$ cat src/rtl/event_stretcher.sv
`default_nettype none
// ============================================================================
// Module      : event_stretcher
// Description : Turns single-cycle event strobes into human-visible LED
//               pulses. Each accepted event produces a fixed ON_CYCLES high
//               pulse on led followed by a mandatory GAP_CYCLES low gap.
//               Events arriving while a pulse or gap is in progress are
//               queued in a saturating pending counter and replayed in order.
//
// Ports       : clk      - clock, all logic on the rising edge
//               rst      - synchronous active-high reset
//               evt      - event strobe, one event per high cycle
//               clr      - discard queued events and clear overflow; the
//                          pulse or gap in progress still completes
//               led      - stretched indicator (registered)
//               busy     - high whenever a pulse or gap is active (registered)
//               pending  - queued events not yet started (registered)
//               overflow - sticky, an event was lost to saturation
//
// Revision    : 1.0 - initial release
// ============================================================================
module event_stretcher #(
    parameter int ON_CYCLES  = 8000000,
    parameter int GAP_CYCLES = 4000000,
    parameter int CNT_W      = 24,
    parameter int PEND_W     = 4
) (
    input  logic              clk,
    input  logic              rst,
    input  logic              evt,
    input  logic              clr,
    output logic              led,
    output logic              busy,
    output logic [PEND_W-1:0] pending,
    output logic              overflow
);

    // ------------------------------------------------------------------------
    // State encoding and terminal counts
    // ------------------------------------------------------------------------
    localparam logic [1:0] c_ST_IDLE = 2'd0;
    localparam logic [1:0] c_ST_ON   = 2'd1;
    localparam logic [1:0] c_ST_GAP  = 2'd2;

    localparam logic [CNT_W-1:0]  c_ON_LAST  = CNT_W'(ON_CYCLES - 1);
    localparam logic [CNT_W-1:0]  c_GAP_LAST = CNT_W'(GAP_CYCLES - 1);
    localparam logic [PEND_W-1:0] c_PEND_MAX = '1;

    // ------------------------------------------------------------------------
    // Registers and next-state values
    // ------------------------------------------------------------------------
    logic [1:0]        state_q, state_d;
    logic [CNT_W-1:0]  cnt_q,   cnt_d;
    logic [PEND_W-1:0] pend_q,  pend_d;
    logic              ovf_q,   ovf_d;
    logic              led_q,   led_d;
    logic              busy_q,  busy_d;

    // ------------------------------------------------------------------------
    // Combinational helpers
    // ------------------------------------------------------------------------
    // An event coincident with clr is discarded in every state.
    logic w_evt_acc;
    // The event is consumed by starting a pulse right away, never queued.
    logic w_evt_direct;
    // A queued event is being launched on this GAP-exit cycle.
    logic w_pend_dec;

    assign w_evt_acc = evt & ~clr;

    // ------------------------------------------------------------------------
    // Sequencer: IDLE -> ON -> GAP -> (ON | IDLE)
    // The terminal compare is evaluated before the increment, so the counter
    // never reaches a value past the longer of the two phase lengths and
    // therefore never wraps.
    // ------------------------------------------------------------------------
    always_comb begin
        state_d      = state_q;
        cnt_d        = cnt_q;
        w_evt_direct = 1'b0;
        w_pend_dec   = 1'b0;

        case (state_q)
            c_ST_IDLE: begin
                if (w_evt_acc) begin
                    state_d      = c_ST_ON;
                    cnt_d        = '0;
                    w_evt_direct = 1'b1;
                end
            end

            c_ST_ON: begin
                if (cnt_q == c_ON_LAST) begin
                    state_d = c_ST_GAP;
                    cnt_d   = '0;
                end else begin
                    cnt_d = cnt_q + 1'b1;
                end
            end

            c_ST_GAP: begin
                if (cnt_q == c_GAP_LAST) begin
                    cnt_d = '0;
                    if (clr) begin
                        // Queue is being flushed: nothing left to replay.
                        state_d = c_ST_IDLE;
                    end else if (pend_q != '0) begin
                        state_d    = c_ST_ON;
                        w_pend_dec = 1'b1;
                    end else if (evt) begin
                        // Fresh event on the exit cycle chains straight into
                        // the next pulse instead of passing through IDLE.
                        state_d      = c_ST_ON;
                        w_evt_direct = 1'b1;
                    end else begin
                        state_d = c_ST_IDLE;
                    end
                end else begin
                    cnt_d = cnt_q + 1'b1;
                end
            end

            default: begin
                state_d = c_ST_IDLE;
                cnt_d   = '0;
            end
        endcase
    end

    // ------------------------------------------------------------------------
    // Pending queue and overflow flag
    // A queued launch and a new event in the same cycle cancel out, so a
    // saturated queue does not flag overflow when a slot is being freed.
    // ------------------------------------------------------------------------
    always_comb begin
        pend_d = pend_q;
        ovf_d  = ovf_q;

        if (clr) begin
            pend_d = '0;
            ovf_d  = 1'b0;
        end else if (w_evt_acc && !w_evt_direct) begin
            if (w_pend_dec) begin
                pend_d = pend_q;
            end else if (pend_q == c_PEND_MAX) begin
                ovf_d = 1'b1;
            end else begin
                pend_d = pend_q + 1'b1;
            end
        end else if (w_pend_dec) begin
            pend_d = pend_q - 1'b1;
        end
    end

    // Outputs are decoded from the next state and registered so that no
    // combinational path runs from the inputs to the pins.
    assign led_d  = (state_d == c_ST_ON);
    assign busy_d = (state_d != c_ST_IDLE);

    // ------------------------------------------------------------------------
    // State registers
    // ------------------------------------------------------------------------
    always_ff @(posedge clk) begin
        if (rst) begin
            state_q <= c_ST_IDLE;
            cnt_q   <= '0;
            pend_q  <= '0;
            ovf_q   <= 1'b0;
            led_q   <= 1'b0;
            busy_q  <= 1'b0;
        end else begin
            state_q <= state_d;
            cnt_q   <= cnt_d;
            pend_q  <= pend_d;
            ovf_q   <= ovf_d;
            led_q   <= led_d;
            busy_q  <= busy_d;
        end
    end

    assign led      = led_q;
    assign busy     = busy_q;
    assign pending  = pend_q;
    assign overflow = ovf_q;

endmodule
`default_nettype wire

$ cat config.mk
export PLATFORM = sky130hd
export DESIGN_NAME = event_stretcher
export DESIGN_NICKNAME = d
export VERILOG_FILES = /design/src/rtl/event_stretcher.sv
export SDC_FILE = /design/constraint.sdc
export NUM_CORES = 1
export LEC_CHECK = 0
export CAP_MARGIN = 10
export CORE_MARGIN = 3
export CORE_UTILIZATION = 59
export CTS_BUF_LIST = sky130_fd_sc_hd__clkbuf_2 sky130_fd_sc_hd__clkbuf_4 sky130_fd_sc_hd__clkbuf_8
export DETAILED_ROUTE_END_ITERATION = 6
export PLACE_DENSITY = 0.79
export REMOVE_ABC_BUFFERS = 1
export SYNTH_ARGS = -nofsm -noshare
export SYNTH_HDL_FRONTEND = slang
export SYNTH_SLANG_ARGS = --single-unit
$ cat constraint.sdc
create_clock -name clk -period 3.39 [get_ports clk]
set_input_delay 0.678 -clock clk [delete_from_list [all_inputs] [get_ports clk]]
set_output_delay 0.678 -clock clk [all_outputs]
set_load 0.005 [all_outputs]
# After elaboration in Yosys (flattened, before gate mapping)
# Index checks and enable logic that the tools add are counted.
# W data, S select, Z words.
op_classes:
  addsub: 3
  multipliers: 0
  div_mod_pow: 0
  magnitude_cmp: 0
  n_eq_ne: 9
  n_shift: 0
  mux: 25
  bitwise_logic: 3
  reduce_logical: 9
op_table:
  columns: ["cell", "count"]
  rows:
  - ["$mux W24", 3]
  - ["$pmux W24 S3", 1]
  - ["$add A24 B1 Y24 const B", 1]
  - ["$eq A24 B22 Y1 const B", 1]
  - ["$eq A24 B23 Y1 const B", 1]
  - ["$mux W4", 4]
  - ["$mux W1", 12]
  - ["$mux W2", 3]
  - ["$ne A2 B2 Y1 const B", 3]
  - ["$pmux W2 S3", 1]
  - ["$reduce_and A3 Y1", 2]
  - ["$add A4 B1 Y4 const B", 1]
  - ["$eq A2 B1 Y1 const B", 2]
  - ["$eq A4 B4 Y1 const B", 1]
  - ["$reduce_bool A2 Y1", 2]
  - ["$reduce_bool A4 Y1", 1]
  - ["$sub A4 B1 Y4 const B", 1]
  - ["$eq A2 B2 Y1 const B", 1]
  - ["$logic_not A2 Y1", 1]
  - ["$not A1 Y1", 2]
  - ["$pmux W1 S2", 1]
  - ["$reduce_or A2 Y1", 1]
  - ["$and A1 B1 Y1", 1]
  - ["$logic_and A1 B1 Y1", 1]
  - ["$logic_not A1 Y1", 1]
totals:
  register_bits: 33
  latch_bits: 0
  ramBits: 0
  rom_bits: 0
  in_bits: 4
  output_inout_bits: 7
  elab_cells: 55
  mem_count: 0

# Depth between registers and ports, before layout
# Gate-level depths: netlist (run 1).
depth:
  word_depth: 9
  mapped_depth: 13
  ltp_nobuf: 13

# Worst setup path after synthesis (run 1)
# Ideal clock, no wire load.
synth_path:
  path_kind: "register to register"
  start: "register cnt_q[23]"
  end: "register pend_q[3] (netlist: pending[3])"
  setup_ns: 0.127
  arrival_ns: 2.649
  required_ns: 3.263
  setup_slack_ns: 0.613
  path_stages_with_launch: 12
  n_path_buf: 0
  period_less_slack_ns: 2.777
  path_cell_list: "dfxtp_1 > or4b_4 > nor4_4 > nand2_1 > o21ai_0 > ha_1 > a21o_1 > a21oi_1 > a211oi_1 > a31oi_1 > xor2_1 > nor3_1"
synth_between:
  elab_chain_cells: 7
  word_cells_on_any_way: 12
  classes_between: "eq/ne: 3; mux: 5; reduce/logical: 4"
synth_rtl:
  columns: ["element", "line_no", "rtl"]
  rows:
  - ["from (decl)", "53", "logic [CNT_W-1:0] cnt_q, cnt_d;"]
  - ["from (signal assigned)", "173", "cnt_q <= cnt_d;"]
  - ["$eq A24 B22 Y1 (*)", "102", "if (cnt_q == c_GAP_LAST) begin"]
  - ["$mux W1", "102", null]
  - ["$pmux W1 S2", "83", "case (state_q)"]
  - ["$logic_not A1 Y1", "142", "end else if (w_evt_acc && !w_evt_direct) begin"]
  - ["$logic_and A1 B1 Y1", "142", null]
  - ["$ne A2 B2 Y1 (no line) / $reduce_bool A2 Y1 (equally long branches)", null, null]
  - ["$reduce_and A3 Y1 (no line)", null, null]
  - ["to (signal assigned)", "174", "pend_q <= pend_d;"]
  - ["to (decl)", "54", "logic [PEND_W-1:0] pend_q, pend_d;"]
# Mark *: on every way between the ends. The rest lies on a longest branch, timed or not.
# A chain may end at the register's enable or synchronous reset.

# Worst setup path in the final report (run 1)
layout_path:
  start: "register cnt_q[11]"
  end: "register pend_q[3] (netlist: pending[3])"
# Same word-level chain as after synthesis.

==> flow_summary.toml, run 1 <==
[status]
outcome = "finished clean"

[final_layout]
area_growth_pct = 10.3
antenna_cells = 0
drive_above_1_share_pct = 11.5
fill_cell_total_of_the_finished_layout = 229
final-instance-count-excl-fill = 257
nets = 237

[floorplanning]
num_rows = 19
initial_utilization_pct = 64.0
placeableCoreArea_mm2 = 0.00285
die_area_mm2 = 0.00380
fp.dieW_um = 61.6
dieHeight_um = 61.6
pin_count = 11

[power_and_ir_drop]
leakagePower_nw = 0.722
max-vdd-ir-drop_uv = 209
powerDensity_mw_per_mm2 = 340
total_power_w = 0.000684

[timing]
setup_total_negative_slack_ns = 0
final_slew_viol_count = 0
setup_repair_after_global_routing_missed_its_margin = "no"
timing_worst_slew_pin_value_ns = 0.667
post-route-period-util_pct = 90.3
final_critical_path_setup_slack_ns = 0.328
holdWs_ns = 0.500
worst_clock_skew_on_the_final_layout_ns = 0.00896
fmax_mhz = 327
setup-violations-final = 0
timing.final.crit_period_ns = 3.06
max_slew_margin_pct = 55.1
final-hold-violation-count = 0

[worst_setup_path]
worstPathMaxFanout = 7
critPathCaptureType = "flip-flop"
critical_path_required_ns = 3.59
critPathLaunchType = "flip-flop"
cp.arrival_ns = 3.27
crit_type = "flip-flop to flip-flop"

[global_route]
grt_antenna_before_repair = 0
grt_pass1_vias = 1461
grt_first_pass_wirelength_um = 6220
grt_usage_pct = 21.9
grt_start_max_net_pins = 19
gr-total-overflow = 0

[clocking]
numClockSinks = 33
post_cts_buffers = 0
cts-resized-gates = 0
ctsHtreeMaxLevel = 2
cts.reportedPaths.clkPinSlew_ns = 0.10
cts_hold_repair.buffers = 0
total_cts_buffers = 5
tritoncts = "built"
worstSkewPairLatency_ns = 0.33
cts_root_buf = "sky130_fd_sc_hd__clkbuf_4"
cts_max_path_buffers = 2

[synth]
ys_seq_area_share_pct = 36.2
post-synth-top-area-fraction_pct = 36.2
synthesis.area_per_instance_um2 = 8.78
synth.top_cells.by_area = "sky130_fd_sc_hd__dfxtp_1 (36%), sky130_fd_sc_hd__xor2_1 (7.2%), sky130_fd_sc_hd__ha_1 (4.8%)"
synth_commonest_cells = "sky130_fd_sc_hd__dfxtp_1 (33), sky130_fd_sc_hd__nor2_1 (23), sky130_fd_sc_hd__nand2_1 (16)"
synth.ff_latch_count = 33
synth_top_cell_by_area = "sky130_fd_sc_hd__dfxtp_1"
post_synth_num_cell_types = 47
postSynth.asyncResetShare_pct = 0
synth_enable_flop_cells = 0
synthesized_instance_count = 208
synth_area_mm2 = 0.00183
synth.most_common_cell = "sky130_fd_sc_hd__dfxtp_1"
synth_flop_cell = "sky130_fd_sc_hd__dfxtp_1"
synth_warnings = 0

[detailed_routing]
firstDrtPassIters = 4
final_antenna_net_count = 0
wl_per_instance_um = 14.2
routed_via_count_divided_by_cell_count = 5.97
drc_errors = 0
totalWireLength_um = 3650
vias = 1535
detailedRoute.firstIterationViolations = 88

[placement]
dp_hpwl_um = 2790
placed_cells_incl_taps = 249
pre_cts_ws_ns = 0.311
gp_routability_congestion = 0.899
buffer_ports.inserted = 10

[job]
maxCapViolations = 0

[min_path]
hold_path_class = "flip-flop to flip-flop"
cell usage in the layout, fill, tap and decap left out, types with 3 or more instances in the layout:
| cell | n |
|---|---|
| sky130_fd_sc_hd__dfxtp_1 | 33 |
| sky130_fd_sc_hd__nor2_1 | 23 |
| sky130_fd_sc_hd__nand2_1 | 16 |
| sky130_fd_sc_hd__xor2_1 | 15 |
| sky130_fd_sc_hd__nor3_1 | 13 |
| sky130_fd_sc_hd__nand3_1 | 11 |
| sky130_fd_sc_hd__inv_1 | 10 |
| sky130_fd_sc_hd__clkdlybuf4s50_1 | 10 |
| sky130_fd_sc_hd__a21oi_1 | 9 |
| sky130_fd_sc_hd__clkbuf_4 | 8 |
| sky130_fd_sc_hd__ha_1 | 7 |
| sky130_fd_sc_hd__nand4_1 | 6 |
| sky130_fd_sc_hd__and3_1 | 6 |
| sky130_fd_sc_hd__xnor2_1 | 5 |
| sky130_fd_sc_hd__o21ai_0 | 4 |
| sky130_fd_sc_hd__o22ai_1 | 4 |
| sky130_fd_sc_hd__nor4_1 | 3 |
| sky130_fd_sc_hd__nand2b_1 | 3 |
| sky130_fd_sc_hd__buf_4 | 3 |
metal layers:
layer | GRT usage [%] | vias to the layer above | part of all wire, %
li1 | - | 784 | -
met1 | 27.2 | 707 | 46
met2 | 34.4 | 34 | 47
met3 | 6.29 | 10 | 4.7
met4 | 10.9 | 0 | 2.4
met5 | 0 | - | 0
kinds of logic after synthesis:
group / share of synthesized area (%)
muxes: 1.10
adders and majority gates: 5.89
DFF: 36.2
and+or+nand+nor: 31.7
AOI/OAI and AO/OA: 11.7
buffers and inverters: 3.91
xor gates and xnor gates: 9.60
metrics by stage:
stage	area, µm²	utilization (%)
CTS	2010	70.6
floorplan	1790	-
global placement	1950	68.5
detailed placement	1950	68.5
global route	2010	70.6
finish	2010	70.6
state kept, by name (all words and copies together), names as in the netlist:
signal,count
overflow,1
busy,1
pending,4
state_q,2
led,1
cnt_q,24
critical path, cell delays in order, from the launching register on:
cell and delay (ns):
sky130_fd_sc_hd__dfxtp_1 0.46, sky130_fd_sc_hd__or3b_2 0.52, sky130_fd_sc_hd__nor4_4 0.28, sky130_fd_sc_hd__nand2_1 0.13, sky130_fd_sc_hd__o21ai_0 0.38, sky130_fd_sc_hd__ha_1 0.33, sky130_fd_sc_hd__a21o_1 0.18, sky130_fd_sc_hd__a21oi_1 0.19
sky130_fd_sc_hd__a211oi_1 0.07, sky130_fd_sc_hd__a31oi_1 0.18, sky130_fd_sc_hd__xor2_1 0.16, sky130_fd_sc_hd__nor3_1 0.05
power breakdown:
| group | internal [W] | total, W | switching [W] |
|---|---|---|---|
| Clock | 0.000107 | 0.000232 | 0.000126 |
| Sequential | 0.000391 | 0.000394 | 0.00000291 |
| Combinational | 0.0000232 | 0.0000573 | 0.0000341 |
path summary, 6_finish.rpt:
path / start / endpoint / slack (ns) / depth (start not counted)
hold reg to reg: cnt_q[0] / cnt_q[0] / 0.50 / 2
setup reg to reg: cnt_q[11] / pending[3] / 0.33 / 11
hold / removal: cnt_q[0] / cnt_q[0] / 0.50 / 2
setup / recovery: cnt_q[11] / pending[3] / 0.33 / 11
layout make-up:
| type | instances | area, µm² | share of cell area, % |
|---|---|---|---|
| tap | 31 | 38.8 | 1.93 |
| sequential | 33 | 661 | 32.8 |
| multi-input combinational | 162 | 1090 | 54.3 |
| timing repair buffer | 13 | 123 | 6.09 |
| inverter | 10 | 37.5 | 1.86 |
| clock buffer | 8 | 60.1 | 2.98 |
Note: power is estimated with default switching activity, not from simulation.
==> inputs of run 2 (changes only) <==
--- a/config.mk
+++ b/config.mk
@@ -7,11 +7,12 @@
 export LEC_CHECK = 0
 export CAP_MARGIN = 10
 export CORE_MARGIN = 3
-export CORE_UTILIZATION = 59
+export CORE_UTILIZATION = 55
 export CTS_BUF_LIST = sky130_fd_sc_hd__clkbuf_2 sky130_fd_sc_hd__clkbuf_4 sky130_fd_sc_hd__clkbuf_8
 export DETAILED_ROUTE_END_ITERATION = 6
-export PLACE_DENSITY = 0.79
+export PLACE_DENSITY = 0.78
 export REMOVE_ABC_BUFFERS = 1
+export SLEW_MARGIN = 20
 export SYNTH_ARGS = -nofsm -noshare
 export SYNTH_HDL_FRONTEND = slang
 export SYNTH_SLANG_ARGS = --single-unit
==> constraint.sdc (replaced) <==
create_clock -name clk -period 2.75 [get_ports clk]
set_input_delay 0.55 -clock clk [delete_from_list [all_inputs] [get_ports clk]]
set_output_delay 0.55 -clock clk [all_outputs]
set_load 0.005 [all_outputs]
==> flow_summary.toml, run 2 (synthesis results as in run 1) <==
[status]
outcome = "finished clean"

[detailed_routing]
vias = 1660
detailedRoute.firstIterationViolations = 93
firstDrtPassIters = 4
drc_errors = 0
routed_via_count_divided_by_cell_count = 5.87
wl_per_instance_um = 15.1
final_antenna_net_count = 0
totalWireLength_um = 4260

[timing]
setup_total_negative_slack_ns = 0
setup-violations-final = 0
final_slew_viol_count = 0
fmax_mhz = 379
timing_worst_slew_pin_value_ns = 0.479
post-route-period-util_pct = 96.0
final_critical_path_setup_slack_ns = 0.111
timing.final.crit_period_ns = 2.64
worst_clock_skew_on_the_final_layout_ns = 0.00634
holdWs_ns = 0.527
max_slew_margin_pct = 67.7
final-hold-violation-count = 0

[clocking]
cts_max_path_buffers = 2
cts_root_buf = "sky130_fd_sc_hd__clkbuf_4"
total_cts_buffers = 5
ctsHtreeMaxLevel = 2
cts.reportedPaths.clkPinSlew_ns = 0.09
numClockSinks = 33
worstSkewPairLatency_ns = 0.34
tritoncts = "built"
cts_hold_repair.buffers = 0

[final_layout]
mostFrequentLayoutCells = "sky130_fd_sc_hd__dfxtp_1 (33), sky130_fd_sc_hd__nor2_1 (23), sky130_fd_sc_hd__buf_4 (17)"
fill_cell_total_of_the_finished_layout = 256
register_name_with_the_most_flops = "cnt_q"
drive_above_1_share_pct = 18.0
leading_cell_type_in_the_layout_fill_and_taps_excluded = "sky130_fd_sc_hd__dfxtp_1"
antenna_cells = 0
finalCoreUtilization_pct = 69.3
largest_register_ffs = 24
area_growth_pct = 17.8
layout.area.seq_um2 = 661
nets = 251
multiInputGateArea_mm2 = 0.00111

[floorplanning]
num_rows = 20
fp.dieW_um = 63.6
placeableCoreArea_mm2 = 0.00310
initial_utilization_pct = 58.8
die_area_mm2 = 0.00405
dieHeight_um = 63.6
pin_count = 11

[worst_setup_path]
critPathLaunchType = "flip-flop"
ff2ff_setup_slack_ns = 0.11
crit_path_to = "pending[3]"
r2r_cells = 11
worstPathMaxFanout = 3
critPathCaptureType = "flip-flop"
path_cells = "or3b_2, nor4_4, nand2_2, o21ai_2, ha_1, a21o_1, a21oi_2, a211oi_1, a31oi_1, xor2_1, nor3_1"
critical_path_required_ns = 2.98
crit_path_largest_cell_delay_ns = 0.51
cpMaxStageDelayCell = "sky130_fd_sc_hd__or3b_2"
worst_r2r_startpoint = "cnt_q[11]"
crit_type = "flip-flop to flip-flop"
worst_r2r_endpoint = "pending[3]"
cp.arrival_ns = 2.87
critPathLaunch = "cnt_q[11]"

[global_route]
grt_pass1_vias = 1653
grt_first_pass_wirelength_um = 7710
grt_start_max_net_pins = 19
grt_antenna_before_repair = 0
gr-total-overflow = 0
grt_usage_pct = 23.8

[job]
maxCapViolations = 0

[power_and_ir_drop]
p_int_w = 0.000645
leakagePower_nw = 0.792
comb_power_share_pct = 9.1
powerDensity_mw_per_mm2 = 396
max-vdd-ir-drop_uv = 329
power.share.clock_pct = 33.8
total_power_w = 0.000851
switching_share_pct = 24.1
power.switching_w = 0.000205
sequentialPowerShare_pct = 57.1

[placement]
buffer_ports.inserted = 10
dp_hpwl_um = 3220
gp_routability_congestion = 0.879
pre_cts_ws_ns = -0.0527

[min_path]
hold_path_class = "flip-flop to flip-flop"
## run 2: cell types whose count changed in the layout (fill, tap and decap cells not counted), sizes merged
cell	before	now
clkbuf	8	7
buf	3	17
## run 2: final cells by class
type / instances / area share (%)
Inverter: 10 / 1.75
Tap cell: 44 / 2.56
Multi-Input combinational cell: 162 / 51.6
Timing Repair Buffer: 27 / 10.6
Sequential cell: 33 / 30.7
Clock buffer: 7 / 2.74
## run 2: how the worst min path moves through the flow
stage / startpoint / end / cells after the start
2_1_floorplan: cnt_q[1] / cnt_q[1] / 1
3_3_place_gp: cnt_q[1] / cnt_q[1] / 1
3_5_place_dp: cnt_q[2] / cnt_q[2] / 2
4_1_cts: cnt_q[2] / cnt_q[2] / 2
5_1_grt: cnt_q[2] / cnt_q[2] / 2
6_report: cnt_q[2] / cnt_q[2] / 2
## run 2: power groups by stage
stage	sequential [W]	combinational (W)	clock, W
floorplan	0.000497	0.0000423	0
detailed placement	0.000497	0.0000748	0
global route	0.000487	0.0000856	0.000316
global placement	0.000497	0.0000720	0
finish	0.000486	0.0000770	0.000288
CTS	0.000486	0.0000755	0.000295
## run 2: worst max-delay path, delay by kind of cell (launching register included)
family,cells,cell delay [ns]
AO/OA/AOI/OAI,5,0.76
adder cells (fa/ha/maj),1,0.25
AND/OR/NAND/NOR,4,0.96
flip-flops,1,0.37
XOR/XNOR,1,0.18
## run 2: through the flow
stage / instances / instance area, µm²
floorplan: 205 / 1790
global placement: 276 / 2070
detailed placement: 276 / 2070
CTS: 283 / 2130
global route: 283 / 2150
finish: 283 / 2150
## run 2: what timing repair did
action,in CTS,in global routing
gates resized for setup,1,5
setup buffers,0,0
endpoints found under the setup margin,1,1
pin swaps,0,1
## run 2: routing by layer
layer | share of wire, % | vias to the layer above | wire length [µm] | track usage [%]
met5 | 0 | - | 0 | 0
met4 | 3.1 | 0 | 132 | 8.09
met3 | 4.7 | 15 | 202 | 5.70
met2 | 49 | 56 | 2090 | 40.2
met1 | 43 | 781 | 1830 | 29.4
li1 | - | 808 | - | -
